`config.mk`:
```
export PLATFORM = sky130hd
export DESIGN_NAME = spi_slave_seq
export DESIGN_NICKNAME = d
export VERILOG_FILES = /design/src/rtl/spi_slave_seq_pkg.sv /design/src/rtl/spi_seq_fifo.sv /design/src/rtl/spi_slave_seq.sv
export SDC_FILE = /design/constraint.sdc
export NUM_CORES = 1
export LEC_CHECK = 0
export CAP_MARGIN = 25
export CORE_AREA = 4 4 89 91
export DETAILED_ROUTE_END_ITERATION = 16
export DIE_AREA = 0 0 93 95
export SYNTH_ARGS = -nofsm -noshare
export SYNTH_HDL_FRONTEND = slang
export SYNTH_SLANG_ARGS = --single-unit
```
`constraint.sdc`:
```
create_clock -name clk -period 3.8 [get_ports clk]
set_clock_uncertainty 0.1 [all_clocks]
set_input_delay 0.57 -clock clk [delete_from_list [all_inputs] [get_ports clk]]
set_output_delay 0.57 -clock clk [all_outputs]
set_load 0.01 [all_outputs]
```
`src/rtl/spi_slave_seq_pkg.sv`:
```
// Register map, state encoding and shared helpers for the spi_slave_seq sequencer.
// Optional interrupt-driven mode is selected with the SPI_SEQ_IRQ_EN macro.
`ifndef SPI_DATA_W
`define SPI_DATA_W 8
`endif
`ifndef SPI_ADDR_W
`define SPI_ADDR_W 3
`endif
`ifndef SPI_READY
`define SPI_READY 3'd1
`endif
`ifndef SPI_RX
`define SPI_RX 3'd2
`endif
`ifndef SPI_TX
`define SPI_TX 3'd3
`endif
`ifndef SPI_INTRRPT_EN
`define SPI_INTRRPT_EN 3'd4
`endif

package spi_slave_seq_pkg;
  localparam int DATA_W     = `SPI_DATA_W;
  localparam int ADDR_W     = `SPI_ADDR_W;
  localparam int DROP_CNT_W = 8;

  localparam logic [ADDR_W-1:0] ADDR_READY   = `SPI_READY;
  localparam logic [ADDR_W-1:0] ADDR_RX      = `SPI_RX;
  localparam logic [ADDR_W-1:0] ADDR_TX      = `SPI_TX;
  localparam logic [ADDR_W-1:0] ADDR_INTR_EN = `SPI_INTRRPT_EN;

  typedef enum logic [2:0] {
    ST_INIT_TX  = 3'd0,
    ST_INIT_IRQ = 3'd1,
    ST_WAIT     = 3'd2,
    ST_POLL     = 3'd3,
    ST_RX       = 3'd4,
    ST_TX       = 3'd5
  } seq_state_e;

  function automatic logic [DROP_CNT_W-1:0] sat_inc(input logic [DROP_CNT_W-1:0] v);
    return (v == {DROP_CNT_W{1'b1}}) ? v : v + DROP_CNT_W'(1);
  endfunction
endpackage

```
`src/rtl/spi_seq_fifo.sv`:
```
// Synchronous RX FIFO with wrap-bit pointers; a pop in the same cycle frees room for a push when full.
module spi_seq_fifo #(
  parameter int WIDTH      = 8,
  parameter int DEPTH_LOG2 = 2
) (
  input  logic             clk,
  input  logic             rst,
  input  logic             push,
  input  logic [WIDTH-1:0] din,
  input  logic             pop,
  output logic [WIDTH-1:0] dout,
  output logic             full,
  output logic             empty
);
  localparam logic [DEPTH_LOG2:0] PTR_ONE = {{DEPTH_LOG2{1'b0}}, 1'b1};

  logic [WIDTH-1:0]    mem [2**DEPTH_LOG2];
  logic [DEPTH_LOG2:0] wr_ptr;
  logic [DEPTH_LOG2:0] rd_ptr;
  logic                do_push;
  logic                do_pop;

  assign empty   = (wr_ptr == rd_ptr);
  assign full    = (wr_ptr[DEPTH_LOG2] != rd_ptr[DEPTH_LOG2]) &&
                   (wr_ptr[DEPTH_LOG2-1:0] == rd_ptr[DEPTH_LOG2-1:0]);
  assign do_pop  = pop && !empty;
  assign do_push = push && (!full || do_pop);
  assign dout    = mem[rd_ptr[DEPTH_LOG2-1:0]];

  always_ff @(posedge clk) begin
    if (do_push) begin
      mem[wr_ptr[DEPTH_LOG2-1:0]] <= din;
    end
  end

  always_ff @(posedge clk) begin
    if (rst) begin
      wr_ptr <= {(DEPTH_LOG2+1){1'b0}};
      rd_ptr <= {(DEPTH_LOG2+1){1'b0}};
    end else begin
      if (do_push) wr_ptr <= wr_ptr + PTR_ONE;
      if (do_pop)  rd_ptr <= rd_ptr + PTR_ONE;
    end
  end
endmodule

```
`src/rtl/spi_slave_seq.sv`:
```
// Sequencer driving the SPI slave register bus: reloads TX, detects frames, drains RX into a FIFO.
// Define SPI_SEQ_IRQ_EN to wait on spi_interrupt instead of polling READY.
module spi_slave_seq
  import spi_slave_seq_pkg::*;
#(
  parameter int                RX_DEPTH_LOG2 = 2,
  parameter int                POLL_GAP      = 8,
  parameter logic [DATA_W-1:0] IDLE_WORD     = {DATA_W{1'b0}}
) (
  input  logic                  clk,
  input  logic                  rst,
  input  logic [DATA_W-1:0]     tx_data,
  input  logic                  tx_valid,
  output logic                  tx_ready,
  output logic [DATA_W-1:0]     rx_data,
  output logic                  rx_valid,
  input  logic                  rx_ready,
  output logic [DROP_CNT_W-1:0] drop_cnt,
  output logic [ADDR_W-1:0]     spi_addr,
  output logic                  spi_sel,
  output logic                  spi_read,
  output logic                  spi_write,
  output logic [DATA_W-1:0]     spi_wdata,
  input  logic [DATA_W-1:0]     spi_rdata,
  input  logic                  spi_interrupt
);
  seq_state_e        state;
  seq_state_e        state_nx;
  // Low for the first cycle after reset so the bus is quiet before INIT_TX issues its write.
  logic              armed;
  logic              sel_dec;
  logic              read_dec;
  logic              write_dec;
  logic              take_dec;
  logic [ADDR_W-1:0] addr_dec;
  logic [DATA_W-1:0] wdata_dec;
  logic              rx_push;
  logic              fifo_full;
  logic              fifo_empty;
  logic              wait_done;

`ifdef SPI_SEQ_IRQ_EN
  assign wait_done = spi_interrupt;
`else
  localparam int POLL_W = $clog2(POLL_GAP) + 1;
  logic [POLL_W-1:0] poll_cnt;
  logic              unused_irq;

  assign unused_irq = spi_interrupt;
  assign wait_done  = (poll_cnt == POLL_W'(POLL_GAP - 1));

  always_ff @(posedge clk) begin
    if (rst) begin
      poll_cnt <= {POLL_W{1'b0}};
    end else if (armed && (state == ST_WAIT) && !wait_done) begin
      poll_cnt <= poll_cnt + POLL_W'(1);
    end else begin
      poll_cnt <= {POLL_W{1'b0}};
    end
  end
`endif

  always_ff @(posedge clk) begin
    if (rst) begin
      state <= ST_INIT_TX;
      armed <= 1'b0;
    end else begin
      state <= state_nx;
      armed <= 1'b1;
    end
  end

  always_comb begin
    state_nx = state;
    if (!armed) begin
      state_nx = ST_INIT_TX;
    end else begin
      case (state)
`ifdef SPI_SEQ_IRQ_EN
        ST_INIT_TX:  state_nx = ST_INIT_IRQ;
        ST_WAIT:     state_nx = wait_done ? ST_RX : ST_WAIT;
`else
        ST_INIT_TX:  state_nx = ST_WAIT;
        ST_WAIT:     state_nx = wait_done ? ST_POLL : ST_WAIT;
`endif
        ST_INIT_IRQ: state_nx = ST_WAIT;
        ST_POLL:     state_nx = spi_rdata[0] ? ST_RX : ST_WAIT;
        ST_RX:       state_nx = ST_TX;
        ST_TX:       state_nx = ST_WAIT;
        default:     state_nx = ST_INIT_TX;
      endcase
    end
  end

  always_comb begin
    sel_dec   = 1'b0;
    read_dec  = 1'b0;
    write_dec = 1'b0;
    take_dec  = 1'b0;
    addr_dec  = {ADDR_W{1'b0}};
    wdata_dec = {DATA_W{1'b0}};
    case (state)
      ST_INIT_TX, ST_TX: begin
        sel_dec   = 1'b1;
        write_dec = 1'b1;
        addr_dec  = ADDR_TX;
        wdata_dec = tx_valid ? tx_data : IDLE_WORD;
        take_dec  = tx_valid;
      end
`ifdef SPI_SEQ_IRQ_EN
      ST_INIT_IRQ: begin
        sel_dec   = 1'b1;
        write_dec = 1'b1;
        addr_dec  = ADDR_INTR_EN;
        wdata_dec = DATA_W'(1);
      end
`endif
      ST_POLL: begin
        sel_dec  = 1'b1;
        read_dec = 1'b1;
        addr_dec = ADDR_READY;
      end
      ST_RX: begin
        sel_dec  = 1'b1;
        read_dec = 1'b1;
        addr_dec = ADDR_RX;
      end
      default: begin
        sel_dec = 1'b0;
      end
    endcase
  end

  assign spi_sel   = armed & sel_dec;
  assign spi_read  = armed & read_dec;
  assign spi_write = armed & write_dec;
  assign tx_ready  = armed & take_dec;
  assign spi_addr  = armed ? addr_dec  : {ADDR_W{1'b0}};
  assign spi_wdata = armed ? wdata_dec : {DATA_W{1'b0}};

  // The RX read word is captured on the same edge that ends the access.
  assign rx_push  = armed && (state == ST_RX);
  assign rx_valid = !fifo_empty;

  spi_seq_fifo #(
    .WIDTH      (DATA_W),
    .DEPTH_LOG2 (RX_DEPTH_LOG2)
  ) u_fifo (
    .clk   (clk),
    .rst   (rst),
    .push  (rx_push),
    .din   (spi_rdata),
    .pop   (rx_ready),
    .dout  (rx_data),
    .full  (fifo_full),
    .empty (fifo_empty)
  );

  always_ff @(posedge clk) begin
    if (rst) begin
      drop_cnt <= {DROP_CNT_W{1'b0}};
    end else if (rx_push && fifo_full && !(rx_ready && !fifo_empty)) begin
      drop_cnt <= sat_inc(drop_cnt);
    end else begin
      drop_cnt <= drop_cnt;
    end
  end
endmodule

```
==> metrics.txt, run 1 <==
IO Port Bufs=50; Routed Antenna Nets=0; Setup-failing EPs final=0; Setup crit end kind=primary output; setup TNS=0 ns; CP Data Arrival Time=roughly 2.4 ns; WP data required=roughly 3.1 ns; Post-synth EDFFs=32; Antenna Cells=0; internal power=0.8077 mW; RD Place Congestion=between 0.7 and 0.8; slowest CP cell=nor3_1; Reg clk slew, reported paths=0.10 ns; Clock Tree Buf Depth=2; worst slew pin tran=0.8080 ns; Crit path largest cell delay=0.64 ns; initial core utilization=34.24%; Post-DP Area=3027 um2; cell accounting for the most synthesized area=edfxtp_1; crit path max fanout=11; Pwr per Cell Area=329.6 nW/um2; Clk network pwr share=approximately a third; Post-Syn Area per Cell=12.66 um2; largest net degree at the start of global routing=20; Max Cap Viol=0; drt wl/cell=~13 um; drc violations=0; post-CTS setup buffer count=0; RSZ-0062 raised after global routing=no; P_leak=1.087 nW; most frequent cell after synthesis=edfxtp_1; Slew headroom=45.72%; Ports=53; crit path launch type=flop; sum of buffers and inverters on the critical path=1; Area contributors post-synth=edfxtp_1 39%, dfxtp_1 20%, mux4_2 7.4%; Sw Share=21.47%; fraction of layout cells with a size suffix above 1=9.465%; post-synth cell types=41; crit-path cells=xor2_1 -> nor3_1 -> and3_1 -> clkdlybuf4s50_1; Syn. warnings=0; result of the run=complete, no violations; IR drop worst, VDD=0.1528 mV; FILL cells=679; vias=1606; chip width=93 um; Die H=95 um; top post-synthesis cells by count=32 x edfxtp_1, 24 x dfxtp_1, 19 x nor2_1; Clock Tree Root=clkbuf_8; Final #Nets=270; top-area cell type share of the netlist area=approximately 39%; GR Util All Layers=10.63%; clk_lat worst skew=approximately 0.30 ns; Syn Nets=221; antenna violations before repair=0; Clock Sinks=56; CTS tree=done; Total Wirelength=4425 um; area occupied by multi-input gates=934.6 um2; total gr overflow=0; cts repair resizes=0; Sw Pwr=about 0.22 mW; Slew Viols, Final=0; final instance area=3120 um2; Register Area=about 1400 um2; Vias per Instance=4.696; Flop pwr share=roughly 62%; asr flop ratio synth=0%; Top FF cell, synth=edfxtp_1; shortest period the worst path allows=3.057 ns; flops & latches, synth=56; # hold bufs at CTS=0; 1st-iter DRT viols=76; combinational power share=under 10%; global-route wire length before repair=7500 um; vias in the first global route=1616; sequential share of the synthesized area=58.99%; Fin. Hold Viols=0; Cells after Synth=193; Final HPWL DP=3218 um; Worst Hold Class=flop to flop; CP top delay family=simple AND/OR/NAND/NOR gates; H-Tree Level Count=2; critical path class=flop to primary output; cts bufs inserted=5; # rows=31; Area growth syn-to-layout=27.70%; Tcrit/Tclk final=80.44%; Fmax=0.3272 GHz; synthesized area=2444 um2; die area=8835 um2; core area=7137 um2; Detailed Routing Iterations Pass 1=4
[kinds of logic after synthesis]
kind of cell               count (synthesis)  share of synthesized area, %
AOI/OAI and AO/OA                         27                         6.964
and+or+nand+nor                           65                         14.95
adders and majority gates                  7                         3.584
DFF                                       56                         58.99
other                                      1                        0.1535
buffers and inverters                     15                         2.765
muxes                                     11                         8.653
xor gates and xnor gates                  11                         3.943
[metal layers]
metal | part of all wire (%) | global-route usage [%]
met1 | 46 | 14.11
met3 | 3.7 | 2.709
met4 | 0.79 | 2.564
met2 | 49 | 17.52
met5 | 0 | 0
[cell type report]
class / instances / share of cell area, %
sequential: 56 / 46.19
multi-input combinational: 122 / 29.95
timing repair buffer: 50 / 16.04
tap: 99 / 3.970
clock buffer: 5 / 2.205
inverter: 7 / 0.8420
clock inverter: 3 / 0.8019
[sequential cells by signal, summed over array words and instances, names as in the netlist, named ones only]
register / count
armed: 1
drop_cnt: 8
poll_cnt: 4
state: 3
u_fifo.mem: 32
u_fifo.rd_ptr: 3
u_fifo.wr_ptr: 3
[placed cells by master (no fill, tap or decap), types with 2 or more instances in the layout]
master / count
a21oi_1: 10
a31oi_1: 2
and2_1: 5
and3_1: 9
clkbuf_8: 5
clkdlybuf4s50_1: 50
dfxtp_1: 24
edfxtp_1: 32
ha_1: 7
inv_1: 7
inv_6: 2
mux2i_1: 2
mux4_2: 8
nand2_1: 5
nand2b_1: 5
nand3_1: 5
nor2_1: 19
nor3_1: 3
o21ai_0: 5
o31ai_1: 4
or3_2: 3
or4_1: 3
xnor2_1: 4
xor2_1: 7
[final timing paths]
path,startpoint,endpoint,slack (ns),cells past startpoint
max,state[0],spi_wdata[6],0.74,4
min,poll_cnt[0],poll_cnt[0],0.36,1
max reg2reg,u_fifo.wr_ptr[1],drop_cnt[4],1.75,4
min reg2reg,poll_cnt[0],poll_cnt[0],0.36,1
[power by group through the flow]
stage	registers (mW)	logic, mW	clock network, mW
global route	0.642	0.0597	0.375
global placement	0.656	0.0551	0
finish	0.642	0.0546	0.332
floorplan	0.656	0.0177	0
CTS	0.642	0.0555	0.346
detailed placement	0.656	0.0554	0
[metrics by stage]
stage,total power [mW],setup WS (ns),hold slack [ns],utilization [%],std cells
global route,1.077,0.4882,0.3865,43.72,342
CTS,1.044,0.6938,0.3617,43.72,342
finish,1.029,0.7434,0.3591,43.72,342
global placement,0.7109,1.048,0.3337,42.41,334
detailed placement,0.7111,1.057,0.3383,42.41,334
floorplan,0.6733,1.768,0.3175,-,193
[worst register-to-register path: stages (launching register included)]
cell and delay [ns]:
dfxtp_1 0.37, xor2_1 0.23, or4_4 0.62, or4_1 0.52
a21oi_1 0.15
Note: power is estimated with default switching activity, not from simulation.
==> inputs of run 2 (changes only) <==
Clock period 3.8 ns to 2.6 ns, I/O delays scaled along.
==> metrics.txt, run 2 (same netlist as run 1, synthesis figures left out) <==
result of the run=complete, no violations; CP Data Arrival Time=1.93 ns (-0.46 ns); r2r startpoint=u_fifo.wr_ptr[0]; Total Wirelength=4474 um (+1.1%); critical path class=flop to primary output; core area=7137 um2 (unchanged); Clock Tree Root=clkbuf_8; Flop pwr share=62.5% (about the same); Fmax=0.4138 GHz; antenna violations before repair=0 (unchanged); crit path launch type=flop; post-route setup slack=0.1832 ns (-0.5602 ns); Slew Viols, Final=0 (unchanged); combinational power share=5.5% (+0.2 points); Clock Sinks=56 (unchanged); Reg2Reg Depth=4 (unchanged); slowest CP cell=mux4_2; hold path cells=1 (unchanged); Routed Antenna Nets=0 (unchanged); Vias per Instance=4.664 (-0.68%); r2r setup slk=0.56 ns (-1.19 ns); Max Cap Viol=0 (unchanged); Setup crit end kind=primary output; Reg clk slew, reported paths=0.10 ns (about the same); vias=1609 (+0.19%); area occupied by multi-input gates=934.6 um2 (unchanged); Final Util=44.20% (+0.47 points); chip width=93 um (unchanged); crit path max fanout=6 (-5); Hold Startpoint=poll_cnt[0]; initial core utilization=34.24% (unchanged); most frequent cells in the layout=50 x clkdlybuf4s50_1, 32 x edfxtp_1, 23 x dfxtp_1; clk_lat worst skew=0.31 ns (about the same); Final HPWL DP=3250 um (+0.97%); total gr overflow=0 (unchanged); FILL cells=698 (+2.8%); Pwr per Cell Area=475.5 nW/um2 (+44%); 1st-iter DRT viols=47 (-38%); Slew headroom=58.62% (+13 points); Clk network pwr share=31.9% (-0.4 points); RD Place Congestion=0.7318 (-1.3%); Detailed Routing Iterations Pass 1=4 (unchanged); Final #Nets=273 (+1.1%); drc violations=0 (unchanged); Placement Setup Slack=0.2624 ns (-0.7945 ns); H-Tree Level Count=2 (unchanged); crit-path cells=buf_12 -> mux4_2 -> clkdlybuf4s50_1; CTS tree=done; Sw Share=21.37% (-0.11 points); WP data required=2.11 ns (-1.02 ns); largest net degree at the start of global routing=19 (-5.0%); max reg flops=32 (unchanged); Register Area=1443 um2 (about the same); Critical R2R Capture=drop_cnt[4]; Antenna Cells=0 (unchanged); Clock Tree Buf Depth=2 (unchanged); GR Util All Layers=10.71% (+0.076 points); shortest period the worst path allows=2.417 ns; P_leak=1.109 nW (+2.0%); global-route wire length before repair=7465 um (-0.47%); IO Port Bufs=50 (unchanged); worst slew pin tran=0.6142 ns (-0.1939 ns); Worst Hold Class=flop to flop; Ports=53 (unchanged); Crit path largest cell delay=0.50 ns (-0.14 ns); leading cell type in the layout, fill and taps excluded=clkdlybuf4s50_1; post-CTS setup buffer count=0 (unchanged); Fin. Hold Viols=0 (unchanged); Area growth syn-to-layout=29.08%; Die H=95 um (unchanged); fraction of layout cells with a size suffix above 1=10.98% (+1.5 points); # rows=31 (unchanged); setup TNS=0 ns (unchanged); Endpoint, Worst Hold=poll_cnt[0]; cts bufs inserted=5 (unchanged); die area=8835 um2 (unchanged); RSZ-0062 raised after global routing=no; Sw Pwr=0.3205 mW (+45%); Setup-failing EPs final=0 (unchanged); CP top delay family=buffers and inverters; Tcrit/Tclk final=~93%; IR drop worst, VDD=0.2251 mV (+47%); internal power=1.179 mW (+46%); sum of buffers and inverters on the critical path=2 (+1); drt wl/cell=12.97 um (+0.23%); vias in the first global route=1622 (+0.37%)
-- run 2: changes by cell type in the layout (fill, tap and decap cells not counted) --
cell	delta
buf_12	+1
buf_4	+2
clkinv_2	+1
clkinv_4	+1
clkinvlp_4	-1
dfxtp_1	-1
dfxtp_2	+1
inv_6	-1
-- run 2: layer usage --
| layer | up-vias | part of all wire (%) | global-route usage (%) |
|---|---|---|---|
| met5 | - | 0 | 0 |
| met4 | 0 | 1.3 | 3.663 |
| met3 | 6 | 3.1 | 2.709 |
| met2 | 27 | 50 | 18.00 |
| met1 | 757 | 45 | 13.46 |
| li1 | 819 | - | - |
-- run 2: timing repair --
action / 4_1_cts / 5_1_grt
gates resized for setup: 0 / 1
setup endpoints to repair: 0 / 10
hold buffers: 0 / 0
-- run 2: layout make-up --
type / instances / area share (%)
clock inverters: 3 / 0.7140
multi-input cells: 122 / 29.63
well taps: 99 / 3.927
clock buffers: 5 / 2.182
repair buffers: 53 / 16.98
inverters: 7 / 0.8330
flip-flops and latches: 56 / 45.74
-- run 2: worst register-to-register path, stage by stage, from the launching register on --
cell and delay [ns]:
dfxtp_1 0.45, xor2_1 0.18, or4_4 0.58, or4_1 0.52, a21oi_1 0.15
-- run 2: worst max-delay path by stage --
stage                              end  slack, ns  cells after the start
after floorplan            drop_cnt[2]       0.64                      5
after global placement     drop_cnt[5]       0.27                      4
after detailed placement   drop_cnt[4]       0.26                      4
after CTS                 spi_wdata[1]        0.1                      5
after global routing      spi_wdata[1]       0.02                      5
final                       rx_data[5]       0.18                      3
-- run 2: power groups by stage --
stage	registers (mW)	clock network, mW	logic, mW
after CTS	0.938	0.501	0.0841
final	0.938	0.479	0.0827
after global placement	0.958	0	0.0832
after global routing	0.939	0.537	0.0903
after detailed placement	0.958	0	0.0837
after floorplan	0.958	0	0.0259
-- run 2: through the flow --
step	instances	hold slack, ns	instance area [um2]	power [mW]
floorplan	193	0.3175	2444	0.9841
global placement	337	0.3323	3062	1.042
detailed placement	337	0.3371	3062	1.042
CTS	345	0.3569	3153	1.523
global route	345	0.3826	3154	1.566
finish	345	0.3531	3154	1.500
